`src/rtl/word_uart_tx_pkg.sv`:
```
// Shared definitions for the word-wide 8N1 UART transmitter: state encoding,
// line levels and a constant log2 helper used to size counters.
package word_uart_tx_pkg;

  typedef enum logic [2:0] {
    IDLE  = 3'd0,
    START = 3'd1,
    DATA  = 3'd2,
    STOP  = 3'd3,
    DONE  = 3'd4
  } tx_state_t;

  localparam logic FRAME_START_BIT = 1'b0;
  localparam logic FRAME_STOP_BIT  = 1'b1;
  localparam logic LINE_IDLE       = 1'b1;

  // Ceiling log2, never narrower than one bit so degenerate counters stay legal.
  function automatic int clog2(input int value);
    int result;
    int rem;
    result = 0;
    rem    = value - 1;
    while (rem > 0) begin
      result = result + 1;
      rem    = rem >> 1;
    end
    return (result < 1) ? 1 : result;
  endfunction

endpackage

```
`src/rtl/word_uart_tx_bit_timer.sv`:
```
// Bit-period timer: strobes o_bit_end on the last cycle of every CLKS_PER_BIT
// cycle window while i_run is high; held at zero otherwise.
module uart_bit_timer
  import word_uart_tx_pkg::*;
#(
  parameter int CLKS_PER_BIT = 5208
) (
  input  logic i_clock,
  input  logic i_reset,
  input  logic i_run,
  output logic o_bit_end
);

  localparam int TW = clog2(CLKS_PER_BIT);

  logic [TW-1:0] count;
  logic          at_end;

  assign at_end    = (count == TW'(CLKS_PER_BIT - 1));
  assign o_bit_end = i_run && at_end;

  always_ff @(posedge i_clock) begin
    if (!i_reset) begin
      count <= '0;
    end else if (!i_run || at_end) begin
      count <= '0;
    end else begin
      count <= count + TW'(1);
    end
  end

endmodule

```
`src/rtl/word_uart_tx.sv`:
```
// Sends a DATA_LENGTH-bit word as DATA_LENGTH/8 8N1 frames, LSB byte first,
// launched by a rising edge on i_start.
//   state | meaning
//   IDLE  | line high, waiting for a 0->1 edge on i_start
//   START | start bit (0) for one bit period
//   DATA  | NB_BYTE data bits, LSB first
//   STOP  | stop bit (1); loops to START while bytes remain
//   DONE  | single cycle, o_tx_done pulse
module word_uart_tx
  import word_uart_tx_pkg::*;
#(
  parameter int DATA_LENGTH  = 16,
  parameter int NB_BYTE      = 8,
  parameter int CLKS_PER_BIT = 5208
) (
  input  logic                   i_clock,
  input  logic                   i_reset,
  input  logic                   i_start,
  input  logic [DATA_LENGTH-1:0] i_data,
  output logic                   o_tx,
  output logic                   o_busy,
  output logic                   o_tx_done
);

  localparam int NUM_BYTES = DATA_LENGTH / 8;
  localparam int BIT_W     = clog2(NB_BYTE + 1);
  localparam int BYTE_W    = clog2(NUM_BYTES + 1);

  generate
    if ((DATA_LENGTH % 8) != 0) begin : g_bad_length
      $error("word_uart_tx: DATA_LENGTH must be a multiple of 8");
    end
    if (CLKS_PER_BIT < 2) begin : g_bad_clks
      $error("word_uart_tx: CLKS_PER_BIT must be at least 2");
    end
  endgenerate

  tx_state_t              state, state_nxt;
  logic                   start_prev;
  logic [DATA_LENGTH-1:0] shift_q, shift_nxt;
  logic [BIT_W-1:0]       bit_cnt, bit_nxt;
  logic [BYTE_W-1:0]      byte_cnt, byte_nxt;
  logic                   tx_nxt, busy_nxt, done_nxt;
  logic                   timer_run, bit_end;

  assign timer_run = (state == START) || (state == DATA) || (state == STOP);

  uart_bit_timer #(
    .CLKS_PER_BIT(CLKS_PER_BIT)
  ) u_bit_timer (
    .i_clock  (i_clock),
    .i_reset  (i_reset),
    .i_run    (timer_run),
    .o_bit_end(bit_end)
  );

  always_comb begin
    state_nxt = state;
    shift_nxt = shift_q;
    bit_nxt   = bit_cnt;
    byte_nxt  = byte_cnt;
    case (state)
      IDLE: begin
        if (i_start && !start_prev) begin
          state_nxt = START;
          shift_nxt = i_data;
          bit_nxt   = '0;
          byte_nxt  = '0;
        end
      end
      START: begin
        if (bit_end) state_nxt = DATA;
      end
      DATA: begin
        // Shifting every data bit leaves the next byte's LSB at bit 0 after the stop bit.
        if (bit_end) begin
          shift_nxt = shift_q >> 1;
          if (bit_cnt == BIT_W'(NB_BYTE - 1)) begin
            bit_nxt   = '0;
            state_nxt = STOP;
          end else begin
            bit_nxt = bit_cnt + BIT_W'(1);
          end
        end
      end
      STOP: begin
        if (bit_end) begin
          if (byte_cnt == BYTE_W'(NUM_BYTES - 1)) begin
            state_nxt = DONE;
          end else begin
            state_nxt = START;
            byte_nxt  = byte_cnt + BYTE_W'(1);
          end
        end
      end
      DONE:    state_nxt = IDLE;
      default: state_nxt = IDLE;
    endcase

    // Outputs are precomputed from the next state so they can be registered.
    case (state_nxt)
      START:   tx_nxt = FRAME_START_BIT;
      DATA:    tx_nxt = shift_nxt[0];
      STOP:    tx_nxt = FRAME_STOP_BIT;
      default: tx_nxt = LINE_IDLE;
    endcase
    busy_nxt = (state_nxt == START) || (state_nxt == DATA) || (state_nxt == STOP);
    done_nxt = (state_nxt == DONE);
  end

  always_ff @(posedge i_clock) begin
    if (!i_reset) begin
      state      <= IDLE;
      start_prev <= 1'b0;
      shift_q    <= '0;
      bit_cnt    <= '0;
      byte_cnt   <= '0;
      o_tx       <= LINE_IDLE;
      o_busy     <= 1'b0;
      o_tx_done  <= 1'b0;
    end else begin
      state      <= state_nxt;
      start_prev <= i_start;
      shift_q    <= shift_nxt;
      bit_cnt    <= bit_nxt;
      byte_cnt   <= byte_nxt;
      o_tx       <= tx_nxt;
      o_busy     <= busy_nxt;
      o_tx_done  <= done_nxt;
    end
  end

endmodule

```
`config.mk`:
```
export PLATFORM = sky130hd
export DESIGN_NAME = word_uart_tx
export DESIGN_NICKNAME = d
export VERILOG_FILES = /design/src/rtl/word_uart_tx_pkg.sv /design/src/rtl/word_uart_tx_bit_timer.sv /design/src/rtl/word_uart_tx.sv
export SDC_FILE = /design/constraint.sdc
export NUM_CORES = 1
export LEC_CHECK = 0
export ABC_AREA = 1
export CELL_PAD_IN_SITES_DETAIL_PLACEMENT = 1
export CELL_PAD_IN_SITES_GLOBAL_PLACEMENT = 1
export CORE_MARGIN = 3
export CORE_UTILIZATION = 41
export DETAILED_ROUTE_END_ITERATION = 12
export GPL_TIMING_DRIVEN = 0
export PLACE_DENSITY_LB_ADDON = 0.1
export SLEW_MARGIN = 20
export SYNTH_ARGS = -nofsm -noshare
export SYNTH_HDL_FRONTEND = slang
export SYNTH_SLANG_ARGS = --single-unit
```
`constraint.sdc`:
```
create_clock -name i_clock -period 1.7 [get_ports i_clock]
set_input_delay 0.17 -clock i_clock [delete_from_list [all_inputs] [get_ports i_clock]]
set_output_delay 0.17 -clock i_clock [all_outputs]
set_load 0.1 [all_outputs]
```
==> results of run 1 <==
## synth_stat cells (3+ instances only)
master    count  share of area
nand2_1      61           0.11
dfxtp_1      42           0.39
nor2_1       34          0.060
inv_1        19          0.033
nand3_1      18          0.042
a21oi_1      16          0.037
o21ai_0      12          0.028
a21oi_2      11          0.045
nor2_2       11          0.032
inv_2        10          0.018
nand2_2       6          0.018
nor3_1        4         0.0094
clkbuf_1      3         0.0053
ha_1          3          0.018
nand4_1       3         0.0088
xor2_1        3          0.012
## metal layers
layer  global-route usage  vias to the layer above  routed length (µm)
li1                     -                      947                   -
met1               0.2094                      849                2265
met2               0.3057                       21                2353
met3              0.04358                        6                 160
met4              0.06818                        0                  82
met5                    0                        -                   0
## worst paths after layout
check	from	end	cells after the start
setup / recovery	o_busy	o_busy	1
hold / removal	i_reset	bit_cnt[2]	3
setup reg to reg	u_bit_timer.count[0]	shift_q[5]	9
hold reg to reg	u_bit_timer.count[0]	u_bit_timer.count[0]	1
## flip-flops by register name, summed over array words and instances (netlist names)
| name | flops |
|---|---|
| u_bit_timer.count | 13 |
| byte_cnt | 2 |
| start_prev | 1 |
| o_tx | 1 |
| bit_cnt | 4 |
| shift_q | 16 |
| state | 3 |
| o_tx_done | 1 |
| o_busy | 1 |
## power groups by stage
stage,Sequential (mW),Clock [mW],Combinational [mW]
2_1_floorplan,1.10,0,0.158
3_3_place_gp,1.07,0,0.268
3_5_place_dp,1.07,0,0.275
4_1_cts,1.05,0.655,0.274
5_1_grt,1.05,0.688,0.300
6_report,1.05,0.634,0.268
## through the flow
stage	hold WS [ns]	instances	setup slack (ns)	power [mW]	cell area (µm²)
2_1_floorplan	0.2635	280	0.2540	1.254	2140
3_3_place_gp	0.4279	367	0.09454	1.338	2424
3_5_place_dp	0.4407	367	0.05537	1.347	2424
4_1_cts	0.2778	373	0.01640	1.978	2502
5_1_grt	0.2947	373	0.01061	2.043	2522
6_report	0.2586	373	0.05285	1.951	2522
## worst register-to-register path: stages, from the launching register on
cell and delay [ns]:
dfxtp_2 0.35, ha_2 0.19, nand2_2 0.10, nor2_4 0.16
nand4_4 0.13, nand2_4 0.13, inv_6 0.07, buf_12 0.15
a21oi_2 0.14, nor2_2 0.04
## cells by family after synthesis
| family | Yosys count | share of synthesized area |
|---|---|---|
| simple gates | 153 | 0.3731 |
| compound gates | 40 | 0.1140 |
| xor+xnor | 3 | 0.01228 |
| flops | 42 | 0.3930 |
| buf+inv | 39 | 0.09007 |
| fa+ha+maj | 3 | 0.01755 |
## final cells by class
class | count | area, µm²
inverter | 32 | 140.1
clock buffer | 6 | 82.58
sequential | 42 | 842.1
fill | 645 | 2357
timing repair buffer | 20 | 196.4
multi-input combinational | 199 | 1125
tap | 67 | 83.83
buffer | 7 | 52.55
## timing repair
action                     in CTS  in global routing
pin swaps                       0                  1
setup endpoints to repair       3                 10
resized for setup               3                  7
==> qor.yml, run 1 <==
worst_setup_path:
  critical_path.max_fanout: 1
  critPathArrivalTime_ns: 1.48
  slowest_delay_ns: 0.85
  required_ns: 1.53
  critPathBufInv: 1
  cpMaxStageDelayCell: "dlygate4sd2_1"
  setup.worst_path.class: "reg -> out"
  crit_family: "buffers and inverters"
  start_kind: "flip-flop"
  setup.worst_path.end_class: "primary output"
  crit_chain: "dlygate4sd2_1"
  reg2reg_slack_ns: 0.13
synth:
  synth_seq_cells: 42
  avgSynthCellArea_um2: 7.641
  yosys_warnings: 0
  ys_types: 33
  synthCells: 280
  async_flop_share: 0
  synth_edf_count: 0
  synth_nets: 302
  synthesis.area_um2: 2140
  seq_area_frac_synth: 0.3930
  synth_top_flop_cell: "dfxtp_1"
route:
  routed_wl_um: 4861
  wire_per_inst_um: 13.03
  dr.pass1.iters: 4
  antenna_left: 0
  drc_errors: 0
  drt_iter0_markers: 45
  dr_total_vias: 1823
  drt-vias-per-instance: 4.887
global_routing:
  grt_pass1_wl_um: 8576
  grtUsageTotal: 0.1765
  overflow: 0
  grt_max_degree: 12
  antenna_found_initial: 0
  grt_pass1_vias: 1920
pwr:
  vdd_drop_max_mv: 0.6506
  power.density_nw_per_um2: 773.6
  power_frac_comb: 0.138
  p_clk_frac: 0.325
  p_leak_nw: 1.044
  p_switching_mw: 0.5039
  switching_share: 0.2583
  pwr-share-seq: 0.538
  p_int_mw: 1.447
sta:
  max_freq_mhz: 607.1
  finalSetupTns_ns: 0
  finClkSkew_ns: 0.007414
  rsz0062_at_grt: "no"
  fin_crit_ns: 1.647
  worst_pin_slew_ns: 0.9571
  report.final.slew_viol_count: 0
  min_period_over_period: 0.9689
  hold_violations: 0
  slew-limit-headroom: 0.3645
  setup_viol_count_final: 0
floorplanning:
  ios: 22
  rows: 25
  core_area_um2: 4880
  dieArea_um2: 6122
  die-width_um: 78.24
  start_util: 0.4385
  die-height_um: 78.24
status:
  status: "complete, no violations"
cts:
  cts_tree: "yes"
  clk_latency_ns: 0.29
  post_cts_buffers: 0
  clk_path_buf_depth: 2
  clock-sinks: 42
  root_buffer: "clkbuf_8"
  cts_made_buffers: 5
  cts_hold_buf: 0
  cts_max_level: 2
  clk_pin_slew_ns: 0.08
finish:
  fin_nets: 329
  final_util: 0.5169
  antenna_cells: 0
  mostFrequentLayoutCells: "61 x nand2_1, 41 x dfxtp_1, 32 x nor2_1, 18 x inv_1"
  layout-drive-gt1-share: 0.2320
  mostFrequentLayoutCell: "nand2_1"
  area_growth_pct: 17.89
placed_design:
  gp_routability_congestion: 0.7782
  port-buffer-count: 20
  place_hpwl_um: 3745
job:
  maxCapViolCount: 0
hold_path:
  hold_class: "in -> reg"
(Power assumes the default switching activity.)
==> run 2, diff against run 1 <==
Settings changed: CAP_MARGIN set to 20.
==> results of run 2 <==
The final DEF is identical to that of run 1; final timing and power are the same.
